==> config.mk <==
export PLATFORM = sky130hd
export DESIGN_NAME = fcu_issue_ctrl
export DESIGN_NICKNAME = d
export VERILOG_FILES = /design/src/rtl/fcu_pkg.sv /design/src/rtl/fcu_rr_arb.sv /design/src/rtl/fcu_issue_ctrl.sv
export SDC_FILE = /design/constraint.sdc
export NUM_CORES = 1
export LEC_CHECK = 0
export CAP_MARGIN = 20
export CORE_MARGIN = 3
export CORE_UTILIZATION = 42
export CTS_CLUSTER_SIZE = 24
export DETAILED_ROUTE_END_ITERATION = 10
export PLACE_DENSITY = 0.89
export SLEW_MARGIN = 10
export SYNTH_ARGS = -nofsm -noshare
export SYNTH_HDL_FRONTEND = slang
export SYNTH_SLANG_ARGS = --single-unit
==> constraint.sdc <==
create_clock -name clk -period 9.1 [get_ports clk]
set_input_delay 1.82 -clock clk [delete_from_list [all_inputs] [get_ports clk]]
set_output_delay 1.82 -clock clk [all_outputs]
set_load 0.03 [all_outputs]
==> src/rtl/fcu_pkg.sv <==
// fcu_pkg: shared FCU issue-control state type, queue default and
// the instruction field encodings used to spot a WAIT instruction.
package fcu_pkg;

    localparam int FCU_QENTRIES = 8;
    localparam int FCU_ILEN     = 40;

    localparam logic [3:0] OPC_BMISC = 4'h2;
    localparam logic [4:0] FN5_WAIT  = 5'h0A;

    typedef enum logic [1:0] {
        FCU_IDLE,
        FCU_EXEC,
        FCU_WAIT,
        FCU_DONE
    } fcu_state_e;

    function automatic logic [3:0] opcode4(input logic [FCU_ILEN-1:0] ir);
        return ir[3:0];
    endfunction

    function automatic logic [4:0] funct5(input logic [FCU_ILEN-1:0] ir);
        return ir[39:35];
    endfunction

    function automatic logic is_wait(input logic [FCU_ILEN-1:0] ir);
        return (opcode4(ir) == OPC_BMISC) && (funct5(ir) == FN5_WAIT);
    endfunction

endpackage

==> src/rtl/fcu_rr_arb.sv <==
// fcu_rr_arb: round-robin selector, first request at or above the
// pointer, wrapping from the top entry back to entry 0.
module fcu_rr_arb
    import fcu_pkg::*;
#(
    parameter int QENTRIES = FCU_QENTRIES
) (
    input  logic [QENTRIES-1:0]         req_i,
    input  logic [$clog2(QENTRIES)-1:0] rr_ptr_i,
    output logic [QENTRIES-1:0]         grant_o,
    output logic [$clog2(QENTRIES)-1:0] idx_o,
    output logic                        any_o
);

    localparam int IW = $clog2(QENTRIES);

    int j;

    always_comb begin
        grant_o = '0;
        idx_o   = '0;
        any_o   = 1'b0;
        j       = 0;
        for (int k = 0; k < QENTRIES; k++) begin
            j = int'(rr_ptr_i) + k;
            if (j >= QENTRIES) begin
                j = j - QENTRIES;
            end
            if (!any_o && req_i[j[IW-1:0]]) begin
                any_o               = 1'b1;
                idx_o               = j[IW-1:0];
                grant_o[j[IW-1:0]]  = 1'b1;
            end
        end
    end

endmodule

==> src/rtl/fcu_issue_ctrl.sv <==
// fcu_issue_ctrl: FCU issue/completion sequencer IDLE->EXEC->(WAIT)->DONE.
// Optional WAIT timeout counter enabled by FCU_WAIT_TIMEOUT_EN.
module fcu_issue_ctrl
    import fcu_pkg::*;
#(
    parameter int QENTRIES = FCU_QENTRIES,
    parameter int WID      = 80,
    parameter int WAIT_TMO = 1024
) (
    input  logic                        clk,
    input  logic                        rst,
    input  logic [QENTRIES-1:0]         req,
    output logic [QENTRIES-1:0]         grant,
    output logic [$clog2(QENTRIES)-1:0] grant_id,
    output logic                        ld,
    input  logic [FCU_ILEN-1:0]         instr,
    input  logic [WID-1:0]              waitctr,
    input  logic                        irq,
    input  logic                        flush,
    output logic                        done,
    output logic [$clog2(QENTRIES)-1:0] done_id,
    input  logic                        wb_ack,
    output logic                        busy
);

    localparam int IW = $clog2(QENTRIES);

    fcu_state_e            state_q;
    logic [IW-1:0]         rr_ptr_q;
    logic [IW-1:0]         rr_ptr_d;
    logic [IW-1:0]         id_q;
    logic [FCU_ILEN-1:0]   instr_q;
    logic [QENTRIES-1:0]   arb_gnt;
    logic [IW-1:0]         arb_idx;
    logic                  arb_any;
    logic                  issue;
    logic                  wait_hit;

`ifdef FCU_WAIT_TIMEOUT_EN
    localparam int TW = $clog2(WAIT_TMO + 1);

    logic [TW-1:0] tmo_q;
    logic          tmo_hit;

    assign tmo_hit = (tmo_q == TW'(WAIT_TMO - 1));
`endif

    fcu_rr_arb #(
        .QENTRIES (QENTRIES)
    ) u_arb (
        .req_i    (req),
        .rr_ptr_i (rr_ptr_q),
        .grant_o  (arb_gnt),
        .idx_o    (arb_idx),
        .any_o    (arb_any)
    );

    // Grant is combinational so the entry can drive instr in the same cycle.
    assign issue    = (state_q == FCU_IDLE) && arb_any && !flush && !rst;
    assign grant    = issue ? arb_gnt : '0;
    assign grant_id = issue ? arb_idx : '0;
    assign ld       = issue;

    assign done     = (state_q == FCU_DONE) && !flush;
    assign done_id  = id_q;
    assign busy     = (state_q != FCU_IDLE);

    assign rr_ptr_d = (arb_idx == IW'(QENTRIES - 1)) ? '0 : arb_idx + 1'b1;
    assign wait_hit = (waitctr == WID'(1)) || irq;

    always_ff @(posedge clk or posedge rst) begin
        if (rst) begin
            state_q  <= FCU_IDLE;
            rr_ptr_q <= '0;
            id_q     <= '0;
            instr_q  <= '0;
`ifdef FCU_WAIT_TIMEOUT_EN
            tmo_q    <= '0;
`endif
        end else if (flush) begin
            state_q  <= FCU_IDLE;
`ifdef FCU_WAIT_TIMEOUT_EN
            tmo_q    <= '0;
`endif
        end else begin
            unique case (state_q)
                FCU_IDLE: begin
                    if (issue) begin
                        instr_q  <= instr;
                        id_q     <= arb_idx;
                        rr_ptr_q <= rr_ptr_d;
                        state_q  <= FCU_EXEC;
                    end
                end
                FCU_EXEC: begin
                    if (is_wait(instr_q)) begin
                        state_q <= FCU_WAIT;
`ifdef FCU_WAIT_TIMEOUT_EN
                        tmo_q   <= '0;
`endif
                    end else begin
                        state_q <= FCU_DONE;
                    end
                end
                FCU_WAIT: begin
                    if (wait_hit) begin
                        state_q <= FCU_DONE;
                    end
`ifdef FCU_WAIT_TIMEOUT_EN
                    else if (tmo_hit) begin
                        state_q <= FCU_DONE;
                    end else begin
                        tmo_q   <= tmo_q + 1'b1;
                    end
`endif
                end
                FCU_DONE: begin
                    if (wb_ack) begin
                        state_q <= FCU_IDLE;
                    end
                end
                default: state_q <= FCU_IDLE;
            endcase
        end
    end

    a_grant_onehot: assert property (
        @(posedge clk) disable iff (rst) $onehot0(grant));

    a_gid_zero: assert property (
        @(posedge clk) disable iff (rst) (grant == '0) |-> (grant_id == '0));

    a_no_ld_when_busy: assert property (
        @(posedge clk) disable iff (rst) busy |-> !ld);

endmodule
==> qor.csv <==
metric;value;unit
synth.top_cells.by_count;28 x nor4_1, 17 x dfrtp_1, 13 x a21oi_1, 13 x ha_1, 13 x nor2_1;
grt_antenna_before_repair;0;
wl_per_cell;19.45;um
arrival;5600;ps
nets;532;
drive_gt1_share;9.091;%
rsz0062_at_grt;no;
ys_types;65;
place.port_buffers;118;
p_total;1.247;mW
synthTopCellsByArea;dfrtp_1 17%, mux4_2 7.2%, nor4_1 7.0%;
rrSetupSlack;3850;ps
crit_required;7280;ps
cts_tree;done;
maxCapViolCount;0;
drc;0;
cts_buffer_depth;2;
cts_setup_buffers;0;
clock-sinks;17;
p_clk_share;4.5;%
via_count;2907;
pwr_density_cell;334.1;nW/um2
synth_top_area_share;17.04;%
pwr-share-comb;81.7;%
worst_slew_pin_slew;887.4;ps
insertedDiodeCount;0;
synthArstFlopShare;100.0;%
path_clk_slew;70;ps
wl;8.888;mm
cts_resized;0;
clock_skew;4.824;ps
grt_first_pass_wirelength;14.92;mm
hold_buffers;0;
place_hpwl;7.249;mm
synth_area;2496;um2
whs;483.9;ps
grt_max_degree;21;
die_y;83.09;um
worstPathMaxFanout;20;
finalMaxSlewViolations;0;
synthFlopType;dfrtp_1;
syn-instance-count;276;
numCtsBuffers;3;
p_int;0.5694;mW
fmax;134.8;MHz
reg2reg_to;rr_ptr_q[2];
worst_setup_path_start_kind;primary input;
yosysTopAreaCell;dfrtp_1;
viasPerCell;6.361;
finish.utilization;66.18;%
startpoint;req[4];
io_pins;150;
critPathKind;in2out;
r2r-start;rr_ptr_q[0];
core_area;5642;um2
drt_pass1_iterations;6;
setup_tns;0;ps
crit_path_end;grant[3];
ys_ff_latch;17;
p_leak;1.325;nW
grt_pass1_vias;3011;
syn_to_final_growth;49.57;%
cts_root_buf;clkbuf_8;
drt_iter0_drc;198;
dieWidth;83.09;um
grtUsageTotal;25.60;%
p_sw_share;54.35;%
hp-class;reg2reg;
setup_viol_count_final;0;
cp-end-kind;output port;
fin_crit;7417;ps
seq_area;425.4;um2
reg2reg_depth;11;
gr-total-overflow;0;
dieArea;6904;um2
synth_edf_count;0;
htree_levels;1;
synth_most_common_cell;nor4_1;
power_frac_seq;13.8;%
initial_core_util;44.24;%
n_fill_cell;466;
synth_fp_nets;422;
relSlewSlack;40.84;%
place.gp.congestion;0.9992;
p_sw;0.6780;mW
vdd_ir_drop_max;0.0002284;V
multi_input_area;1932;um2
finalCritPeriodShare;81.51;%
rows;27;
yosysSeqAreaShare;17.04;%
hold_violations;0;
yosysWarnings;0;
antenna_left;0;
clk_latency;250;ps
avgSynthCellArea;9.044;um2
status;completed;
critical path, cell delays in order:
cell	delay (ps)
clkdlybuf4s50_1	530
mux4_1	710
mux2_2	370
or3_4	500
nor4_1	500
o31ai_1	190
a211oi_2	260
clkdlybuf4s50_1	710
power by group through the flow:
stage	clock network (mW)	registers (mW)	logic [mW]
5_1_grt	0.0625	0.179	1.11
4_1_cts	0.0587	0.171	1.00
2_1_floorplan	0	0.149	0.775
3_5_place_dp	0	0.173	1.00
6_report	0.0560	0.172	1.02
3_3_place_gp	0	0.170	0.973
sequential cells by signal (all words and copies together), names as in the netlist:
name	cells
state_q	2
instr_q	9
rr_ptr_q	3
done_id	3
per-stage QoR:
| step | cell area, um2 | instances | setup WS (ps) |
|---|---|---|---|
| after detailed placement | 3685 | 453 | 1705 |
| after global placement | 3685 | 453 | 1810 |
| final | 3734 | 457 | 1683 |
| after floorplan | 2496 | 276 | 2893 |
| after global routing | 3734 | 457 | 1457 |
| after CTS | 3734 | 457 | 1704 |
routing by layer:
layer | share of wire (%) | GRT usage (%)
met4 | 1.2 | 4.755
met1 | 42 | 33.40
met3 | 6.7 | 3.373
met5 | 0 | 0
met2 | 50 | 45.41
placed cells by master, fill, tap and decap left out, types with 5 or more instances in the layout:
cell and n:
mux2_2 8, a21oi_1 13, nand2_1 11, o31ai_1 7, mux2i_1 10, nand3_1 12, a211oi_1 6, nor2_1 13
nor3_1 7, mux4_2 8, ha_1 13, o21ai_0 8, mux2_1 7, mux4_1 5, nand2b_1 5, nor4_1 28
nand4_1 7, clkdlybuf4s50_1 118, dfrtp_1 17, inv_1 11
layout make-up:
type | instances | share of cell area (%)
Inverter | 15 | 1.508
Clock inverter | 1 | 0.2011
Tap cell | 72 | 2.413
Timing Repair Buffer | 118 | 31.64
Sequential cell | 17 | 11.39
Clock buffer | 3 | 1.106
Multi-Input combinational cell | 231 | 51.74
cells by family after synthesis:
group,count (synthesis),synth area share [%]
adders and majority gates,13,6.516
xor gates and xnor gates,3,1.053
AOI/OAI and AO/OA,73,21.96
muxes,39,23.86
buffers and inverters,28,5.563
DFF,17,17.04
and+or+nand+nor,103,24.01
worst min-delay path by stage:
stage | from | end | slack (ps) | cells after the start
floorplan | instr_q[37] | instr_q[37] | 450 | 1
global placement | instr_q[37] | instr_q[37] | 460 | 1
detailed placement | instr_q[37] | instr_q[37] | 470 | 1
CTS | instr_q[37] | instr_q[37] | 490 | 1
global route | instr_q[37] | instr_q[37] | 520 | 1
finish | instr_q[37] | instr_q[37] | 480 | 1
No activity file was read; power rests on OpenSTA's default activity.
